### src/rtl/keypad_matrix_scanner.sv
// Matrix keypad scanner: column drive, per-key debounce with n-key
// rollover, one-shot layers and a small event FIFO with valid/ready.
module keypad_matrix_scanner #(
  parameter int ROWS       = 4,
  parameter int COLS       = 4,
  parameter int SCAN_DIV   = 256,
  parameter int DEBOUNCE   = 3,
  parameter int LAYERS     = 2,
  parameter int FIFO_DEPTH = 4,
  localparam int LW = (LAYERS > 1) ? $clog2(LAYERS) : 1,
  localparam int NK = ROWS * COLS,
  localparam int KW = (NK > 1) ? $clog2(NK) : 1,
  localparam int EW = 1 + LW + KW
) (
  input  logic            clock,
  input  logic            reset_n,
  input  logic [ROWS-1:0] rows,
  output logic [COLS-1:0] columns,
  input  logic            layer_key,
  output logic [LW-1:0]   layer,
  output logic            ev_valid,
  input  logic            ev_ready,
  output logic [EW-1:0]   ev_data,
  output logic            overflow,
  input  logic            ovf_clear
);

  localparam int CW = (COLS > 1) ? $clog2(COLS) : 1;
  localparam int RW = (ROWS > 1) ? $clog2(ROWS) : 1;
  localparam int DW = (SCAN_DIV > 1) ? $clog2(SCAN_DIV) : 1;
  localparam int AW = $clog2(FIFO_DEPTH);

  typedef enum logic {DWELL, PROCESS} state_e;

  state_e          state_q;
  logic [DW-1:0]   div_q;
  logic [CW-1:0]   col_q;
  logic [CW-1:0]   col_d;
  logic [RW-1:0]   r_q;
  logic [COLS-1:0] columns_q;
  logic [ROWS-1:0] rs1_q, rs2_q, snap_q;
  logic            lk1_q, lk2_q, lk3_q;
  logic [LW-1:0]   layer_q;
  logic [LW-1:0]   layer_d;
  logic            ovf_q;

  logic [NK-1:0]   stable_q;
  logic [3:0]      cnt_q  [NK];
  logic [LW-1:0]   play_q [NK];

  logic [EW-1:0]   mem_q  [FIFO_DEPTH];
  logic [AW-1:0]   wptr_q, rptr_q;
  logic [AW:0]     fcnt_q;
  logic [AW:0]     fcnt_d;

  logic [KW-1:0]   key;
  logic            hit, flip, rel, full, pop, wr, drop, lk_edge;
  logic [LW-1:0]   ev_lay;
  logic [EW-1:0]   ev_new;

  assign key     = KW'(KW'(col_q) * KW'(ROWS) + KW'(r_q));
  assign lk_edge = lk2_q & ~lk3_q;

  always_comb begin
    hit    = (state_q == PROCESS) && (snap_q[r_q] != stable_q[key]);
    flip   = hit && ((cnt_q[key] + 4'd1) == 4'(DEBOUNCE));
    rel    = stable_q[key];
    ev_lay = rel ? play_q[key] : layer_q;
    ev_new = {rel, ev_lay, key};
    full   = fcnt_q == (AW+1)'(FIFO_DEPTH);
    pop    = (fcnt_q != '0) && ev_ready;
    wr     = flip && (!full || pop);
    drop   = flip && full && !pop;
    col_d  = (col_q == CW'(COLS-1)) ? '0 : col_q + CW'(1);
  end

  // A press, even a dropped one, consumes the one-shot layer.
  always_comb begin
    layer_d = layer_q;
    if (flip && !rel)
      layer_d = '0;
    else if (lk_edge)
      layer_d = (layer_q == LW'(LAYERS-1)) ? '0 : layer_q + LW'(1);
  end

  always_comb begin
    fcnt_d = fcnt_q;
    unique case (1'b1)
      wr && !pop: fcnt_d = fcnt_q + (AW+1)'(1);
      pop && !wr: fcnt_d = fcnt_q - (AW+1)'(1);
      default:    fcnt_d = fcnt_q;
    endcase
  end

  always_ff @(posedge clock or negedge reset_n) begin
    if (!reset_n) begin
      state_q   <= DWELL;
      div_q     <= '0;
      col_q     <= '0;
      r_q       <= '0;
      columns_q <= ~COLS'(1);
      rs1_q     <= '1;
      rs2_q     <= '1;
      snap_q    <= '0;
      lk1_q     <= 1'b0;
      lk2_q     <= 1'b0;
      lk3_q     <= 1'b0;
      layer_q   <= '0;
      ovf_q     <= 1'b0;
      stable_q  <= '0;
      wptr_q    <= '0;
      rptr_q    <= '0;
      fcnt_q    <= '0;
      for (int i = 0; i < NK; i++) begin
        cnt_q[i]  <= '0;
        play_q[i] <= '0;
      end
      for (int i = 0; i < FIFO_DEPTH; i++)
        mem_q[i] <= '0;
    end else begin
      rs1_q <= rows;
      rs2_q <= rs1_q;
      lk1_q <= layer_key;
      lk2_q <= lk1_q;
      lk3_q <= lk2_q;

      unique case (state_q)
        DWELL: begin
          if (div_q == DW'(SCAN_DIV-1)) begin
            snap_q  <= ~rs2_q;
            r_q     <= '0;
            state_q <= PROCESS;
          end else begin
            div_q <= div_q + DW'(1);
          end
        end
        PROCESS: begin
          if (flip) begin
            stable_q[key] <= ~stable_q[key];
            cnt_q[key]    <= '0;
            if (!rel)
              play_q[key] <= layer_q;
          end else if (hit) begin
            cnt_q[key] <= cnt_q[key] + 4'd1;
          end else begin
            cnt_q[key] <= '0;
          end
          if (r_q == RW'(ROWS-1)) begin
            col_q     <= col_d;
            columns_q <= ~(COLS'(1) << col_d);
            div_q     <= '0;
            state_q   <= DWELL;
          end else begin
            r_q <= r_q + RW'(1);
          end
        end
        default: state_q <= DWELL;
      endcase

      layer_q <= layer_d;

      // Full with a same-cycle pop reuses the slot being vacated.
      if (wr) begin
        mem_q[wptr_q] <= ev_new;
        wptr_q        <= wptr_q + AW'(1);
      end
      if (pop)
        rptr_q <= rptr_q + AW'(1);
      fcnt_q <= fcnt_d;

      if (drop)
        ovf_q <= 1'b1;
      else if (ovf_clear)
        ovf_q <= 1'b0;
    end
  end

  assign columns  = columns_q;
  assign layer    = layer_q;
  assign ev_valid = fcnt_q != '0;
  assign ev_data  = mem_q[rptr_q];
  assign overflow = ovf_q;

endmodule

### config.mk
export PLATFORM = sky130hd
export DESIGN_NAME = keypad_matrix_scanner
export DESIGN_NICKNAME = d
export VERILOG_FILES = /design/src/rtl/keypad_matrix_scanner.sv
export SDC_FILE = /design/constraint.sdc
export NUM_CORES = 1
export LEC_CHECK = 0
export ABC_AREA = 1
export CAP_MARGIN = 5
export CORE_MARGIN = 1
export CORE_UTILIZATION = 40
export CTS_CLUSTER_DIAMETER = 200
export DETAILED_ROUTE_END_ITERATION = 6
export PLACE_DENSITY = 0.63
export RECOVER_POWER = 50
export SYNTH_ARGS = -nofsm -noshare
export SYNTH_HDL_FRONTEND = slang
export SYNTH_SLANG_ARGS = --single-unit
### constraint.sdc
create_clock -name clock -period 4.1 [get_ports clock]
set_input_delay 0.41 -clock clock [delete_from_list [all_inputs] [get_ports clock]]
set_output_delay 0.41 -clock clock [all_outputs]
set_load 0.03 [all_outputs]
# After elaboration in Yosys (flattened, before gate mapping)
# Index checks and enable logic that the tools add are counted.
# Widths: inputs -> output; s select.
# classes
magnitude_cmp	8
reduce_logical	27
bitwise_logic	11
addsub	10
shifts	1
muxes	44
n_eq_ne	10
# ops
operator	count
$mux 64	2
$and 64x64->64	1
$bwmux 64	1
$not 64->64	1
$bwmux 16	2
$bwmux 24	1
$mux 6	3
$bmux 4 s4	1
$demux 4 s4	1
$mux 8	2
$pmux 8 s2	1
$mux 1	14
$bmux 6 s2	1
$demux 6 s2	1
$logic_and 1x1->1	12
$mux 4	3
$reduce_and 2->1	5
$add 2x1->2 const B	4
$add 8x1->8 const B	1
$bmux 1 s4	2
$demux 1 s4	2
$eq 8x8->1 const B	1
$not 4->4	2
$ge 3x3->1 const B	2
32 further kinds	45
# totals
reg_bits	161
output_inout_bits	13
in_bits	9
elab_cells	164

# Depth between registers and ports, before layout
# logic_depth
ltp_word	12
depth_mapped	23
depth_no_buf	20

# Least setup slack after synthesis
# No wires, ideal clock.
# synth_path
path_kind	reg2reg
startpoint	register r_q[0]
endpoint	register fcnt_q[2]
required_ps	3969
period_less_slack_ps	3266
arrival_time_ps	3136
stages_incl_launch_ff	24
n_path_buf	5
slack_ps	834
setup_time_ps	131
cell_sequence	dfrtp_1 buf_6 buf_6 buf_6 nand2_1 o211ai_2 nand3_1 nand3_1 nand2_2 clkinv_1 buf_2 ha_1 nand3_2 inv_2 nand3_4 nor2_4 buf_2 inv_1 ha_1 inv_1 fa_1 a21oi_1 o21ai_0 xor2_1
# synth_between
elab_chain_len	12
elab_cells_between_ends	20
cone_classes	add/sub: 2; eq/ne: 2; mux: 8; bitwise: 1; reduce/logical: 7
# synth_rtl
item	line_no	source
start, declared	39	logic [RW-1:0] r_q;
start signal, assigned	154	r_q <= r_q + RW'(1);
$add 4x2->4	61	assign key = KW'(KW'(col_q) * KW'(ROWS) + KW'(r_q));
$not 4->5 (implied by the code)	66	flip = hit && ((cnt_q[key] + 4'd1) == 4'(DEBOUNCE));
$bmux 4 s4	66	
$mux 4 (implied by the code) (2 in series)	66	
$add 4x1->4	66	
$eq 4x2->1	66	
$logic_and 1x1->1 (*)	66	
$logic_and 1x1->1 (*)	72	wr = flip && (!full || pop);
$logic_not 1->1	90	pop && !wr: fcnt_d = fcnt_q - (AW+1)'(1);
$logic_and 1x1->1	90	
$pmux 3 s2 / $reduce_bool 2->1 (equally long branches)	n/a	
end signal, assigned	169	fcnt_q <= fcnt_d;
end, declared	53	logic [AW:0] fcnt_q;
# Mark *: on every way between the ends. The rest lies on a longest branch, timed or not. The select of a mux whose other input is x is not followed.
# A chain may end at the register's enable or synchronous reset.

# Final worst setup path
# Ends and elaborated chain as after synthesis.

==> results.json <==
{
  "run_status": "finished with violations",
  "violations": "capacitance limit, slew limit",
  "synth_compound_area_share_pct": 6.33,
  "seqPwrFrac_pct": 43.8,
  "yosysTopAreaCellShare_pct": 39.1,
  "p_clk_share_pct": 44.2,
  "routed-wl-met2_um": 12200,
  "path_clk_slew_ns": 0.07,
  "ctsResizeCount": 0,
  "synthCells": 1419,
  "synth_area_leaders": "dfrtp_1, nand2_1, nand3_1, inv_1, nor2_1",
  "hp-start": "lk1_q",
  "final.setup.tns_ns": 0,
  "met1_length_um": 12400,
  "overflow": 0,
  "worstHoldPathType": "reg -> reg",
  "dieArea_um2": 24600,
  "crit_path_max_incr_delay_ns": 0.56,
  "layout.area.seq_um2": 4040,
  "grt_max_degree": 96,
  "internal-power_uw": 2800,
  "rows": 56,
  "arrival_ns": 3.65,
  "ys_warn_count": 0,
  "port_buffers": 21,
  "syn_nets": 1445,
  "place_area_um2": 10000,
  "clk_path_buf_depth": 2,
  "crit_path_max_fanout": 46,
  "fmax_ghz": 0.300,
  "slew_headroom_pct": -63.1,
  "antenna_left": 0,
  "crit_required_ns": 4.41,
  "multi_input_area_um2": 4740,
  "skew_ns": 0.0109,
  "netlist_area_um2": 9590,
  "rsz0062_at_grt": "no",
  "cts_root_buffer": "clkbuf_16",
  "critPathLaunchType": "flop",
  "antenna_cells": 0,
  "core-area_um2": 23500,
  "startpoint": "r_q[0]",
  "crit_family": "simple AND/OR/NAND/NOR gates",
  "nets": 1449,
  "p_leak_uw": 0.00564,
  "synth_fa_ha_area_share_pct": 2.30,
  "combPwrFrac_pct": 12.0,
  "cts_setup_buffers": 0,
  "finalSetupViolCount": 0,
  "yosysTopAreaCell": "dfrtp_1",
  "htree_levels": 4,
  "cts_tree": "yes",
  "grt_pass1_vias": 8451,
  "drc_errors": 0,
  "synth_area_per_cell_um2": 6.76,
  "min_period_ns": 3.33,
  "track_usage_pct": 23.8,
  "die_h_um": 157,
  "synth_mux_area_share_pct": 0,
  "drive_gt1_share_pct": 6.34,
  "finalInstanceArea_um2": 10700,
  "routedWlPerCell_um": 15.6,
  "worstPathCellList": "inv_4 -> nand2_1 -> nand3_1 -> nand3_1 -> nand3_1 -> nand2_1 -> ha_1 -> inv_1 -> nand2_1 -> nand3_2 -> inv_2 -> nand3_4 -> nor2_4 -> inv_1 -> ha_1 -> inv_1 -> fa_1 -> a21oi_1 -> o21ai_0 -> xor2_1",
  "yosys.area_share.simple_pct": 40.3,
  "tightest_slew_ns": 2.45,
  "critPathCaptureType": "flop",
  "critPathKind": "reg -> reg",
  "grt_pass1_wl_um": 44600,
  "cts_buffers": 17,
  "powerDensity_nw_per_um2": 367,
  "swShare_pct": 28.4,
  "p_sw_uw": 1110,
  "ys_seq_area_share_pct": 42.2,
  "finalHoldViolations": 0,
  "area_delta_synth_final_pct": 11.1,
  "synth_xor_area_share_pct": 0.548,
  "period_share_pct": 81.2,
  "met3_length_um": 1940,
  "dp_hpwl_um": 18000,
  "synth_top_family_by_area": "simple AND/OR/NAND/NOR gates",
  "synth.ff_latch_count": 161,
  "hold_buffers": 0,
  "drv_cap": 1,
  "num_vias": 9039,
  "place.gp.congestion": 0.873,
  "start_util_pct": 40.9,
  "clkLatencyLatePin_ns": 0.44,
  "wl_um": 27300,
  "die_w_um": 157,
  "peakVddDrop_v": 0.000254,
  "highest_layer": "met4",
  "n_fill_cell": 2406,
  "ys_types": 39,
  "r2r_start": "r_q[0]",
  "first_pass_iters": 5,
  "clkSinkCount": 161,
  "crit_buf_inv": 5,
  "antenna_found_initial": 0,
  "drv_slew": 96,
  "drt-initial-drc-count": 792,
  "via_per_inst": 5.15,
  "cp_slowest_cell": "dfrtp_2",
  "top_level_ports": 22
}
kinds of logic after synthesis:
| logic type | after synthesis |
|---|---|
| fa+ha+maj | 17 |
| buf+inv | 185 |
| xor+xnor | 6 |
| flops | 161 |
| simple gates | 944 |
| compound gates | 106 |
worst paths after layout:
path | slack, ns | to | cells after the start
hold / removal | 0.35 | lk2_q | 0
hold reg to reg | 0.35 | lk2_q | 0
max in group asynchronous | 1.40 | r_q[0] | 2
setup reg to reg | 0.77 | fcnt_q[2] | 20
setup / recovery | 0.77 | fcnt_q[2] | 20
min in group asynchronous | 0.72 | cnt_q[48] | 1
area by class of cell:
cell class	count	share of cell area [%]
Timing Repair Buffer	40	3.29
Tap cell	319	3.75
Sequential cell	161	38.0
Inverter	130	4.60
Multi-Input combinational cell	1073	44.5
Clock buffer	18	4.12
Clock inverter	14	1.78
synth_stat cells, drive strengths merged:
| master | instances |
|---|---|
| nand4 | 2 |
| ha | 16 |
| or2 | 1 |
| clkinv | 3 |
| xnor2 | 1 |
| dfstp | 11 |
| nor2 | 116 |
| nand3b | 1 |
| nand3 | 168 |
| o221ai | 2 |
| and3 | 1 |
| a21boi | 11 |
| o22ai | 9 |
| inv | 127 |
| buf | 44 |
| nand2 | 650 |
| a21oi | 8 |
| nor3 | 4 |
| nor3b | 1 |
| o21a | 3 |
| clkbuf | 11 |
| fa | 1 |
| o211ai | 5 |
| o21ai | 68 |
| xor2 | 5 |
| dfrtp | 150 |
cell usage in the layout, fill, tap and decap left out, drive strengths merged, types with 2 or more instances in the layout:
cell	count
o21a	3
nand4	2
clkinv	4
dfrtp	150
nand2	650
ha	16
o22ai	9
inv	134
clkbuf	22
dlygate4sd3	5
xor2	5
a21oi	8
a21boi	11
nand3	168
o21ai	68
buf	16
clkinvlp	3
dfstp	11
o211ai	5
bufinv	3
nor3	4
nor2	116
o221ai	2
clkdlybuf4s50	15
metrics by stage:
step           power, uW  setup WS [ns]  hold WS (ns)  cells  util, %
2_1_floorplan       2000          0.834         0.114   1419        -
3_3_place_gp        2210          0.870         0.335   1723     42.8
3_5_place_dp        2210          0.834         0.336   1723     42.8
4_1_cts             3940          0.821         0.120   1755     45.5
5_1_grt             4050          0.445         0.361   1755     45.4
6_report            3910          0.769         0.350   1755     45.4
state kept, by name, indices dropped and copies added, names as in the netlist, 3 cells and up:
name,count
mem_q,24
rs2_q,4
play_q,16
stable_q,16
div_q,8
fcnt_q,3
rs1_q,4
columns,4
snap_q,4
cnt_q,64
layer usage:
| layer | vias to the layer above | track usage, % |
|---|---|---|
| met1 | 4220 | 32.4 |
| met3 | 66 | 4.46 |
| met2 | 312 | 37.0 |
| met4 | 0 | 9.24 |
| li1 | 4441 | - |
| met5 | - | 0 |
power groups by stage:
stage / Sequential (uW) / Combinational, uW / Clock [uW]
finish: 1710 / 469 / 1730
CTS: 1710 / 476 / 1760
global route: 1720 / 515 / 1820
global placement: 1740 / 467 / 0
floorplan: 1700 / 300 / 0
detailed placement: 1740 / 475 / 0
No activity file was read; power rests on OpenSTA's default activity.
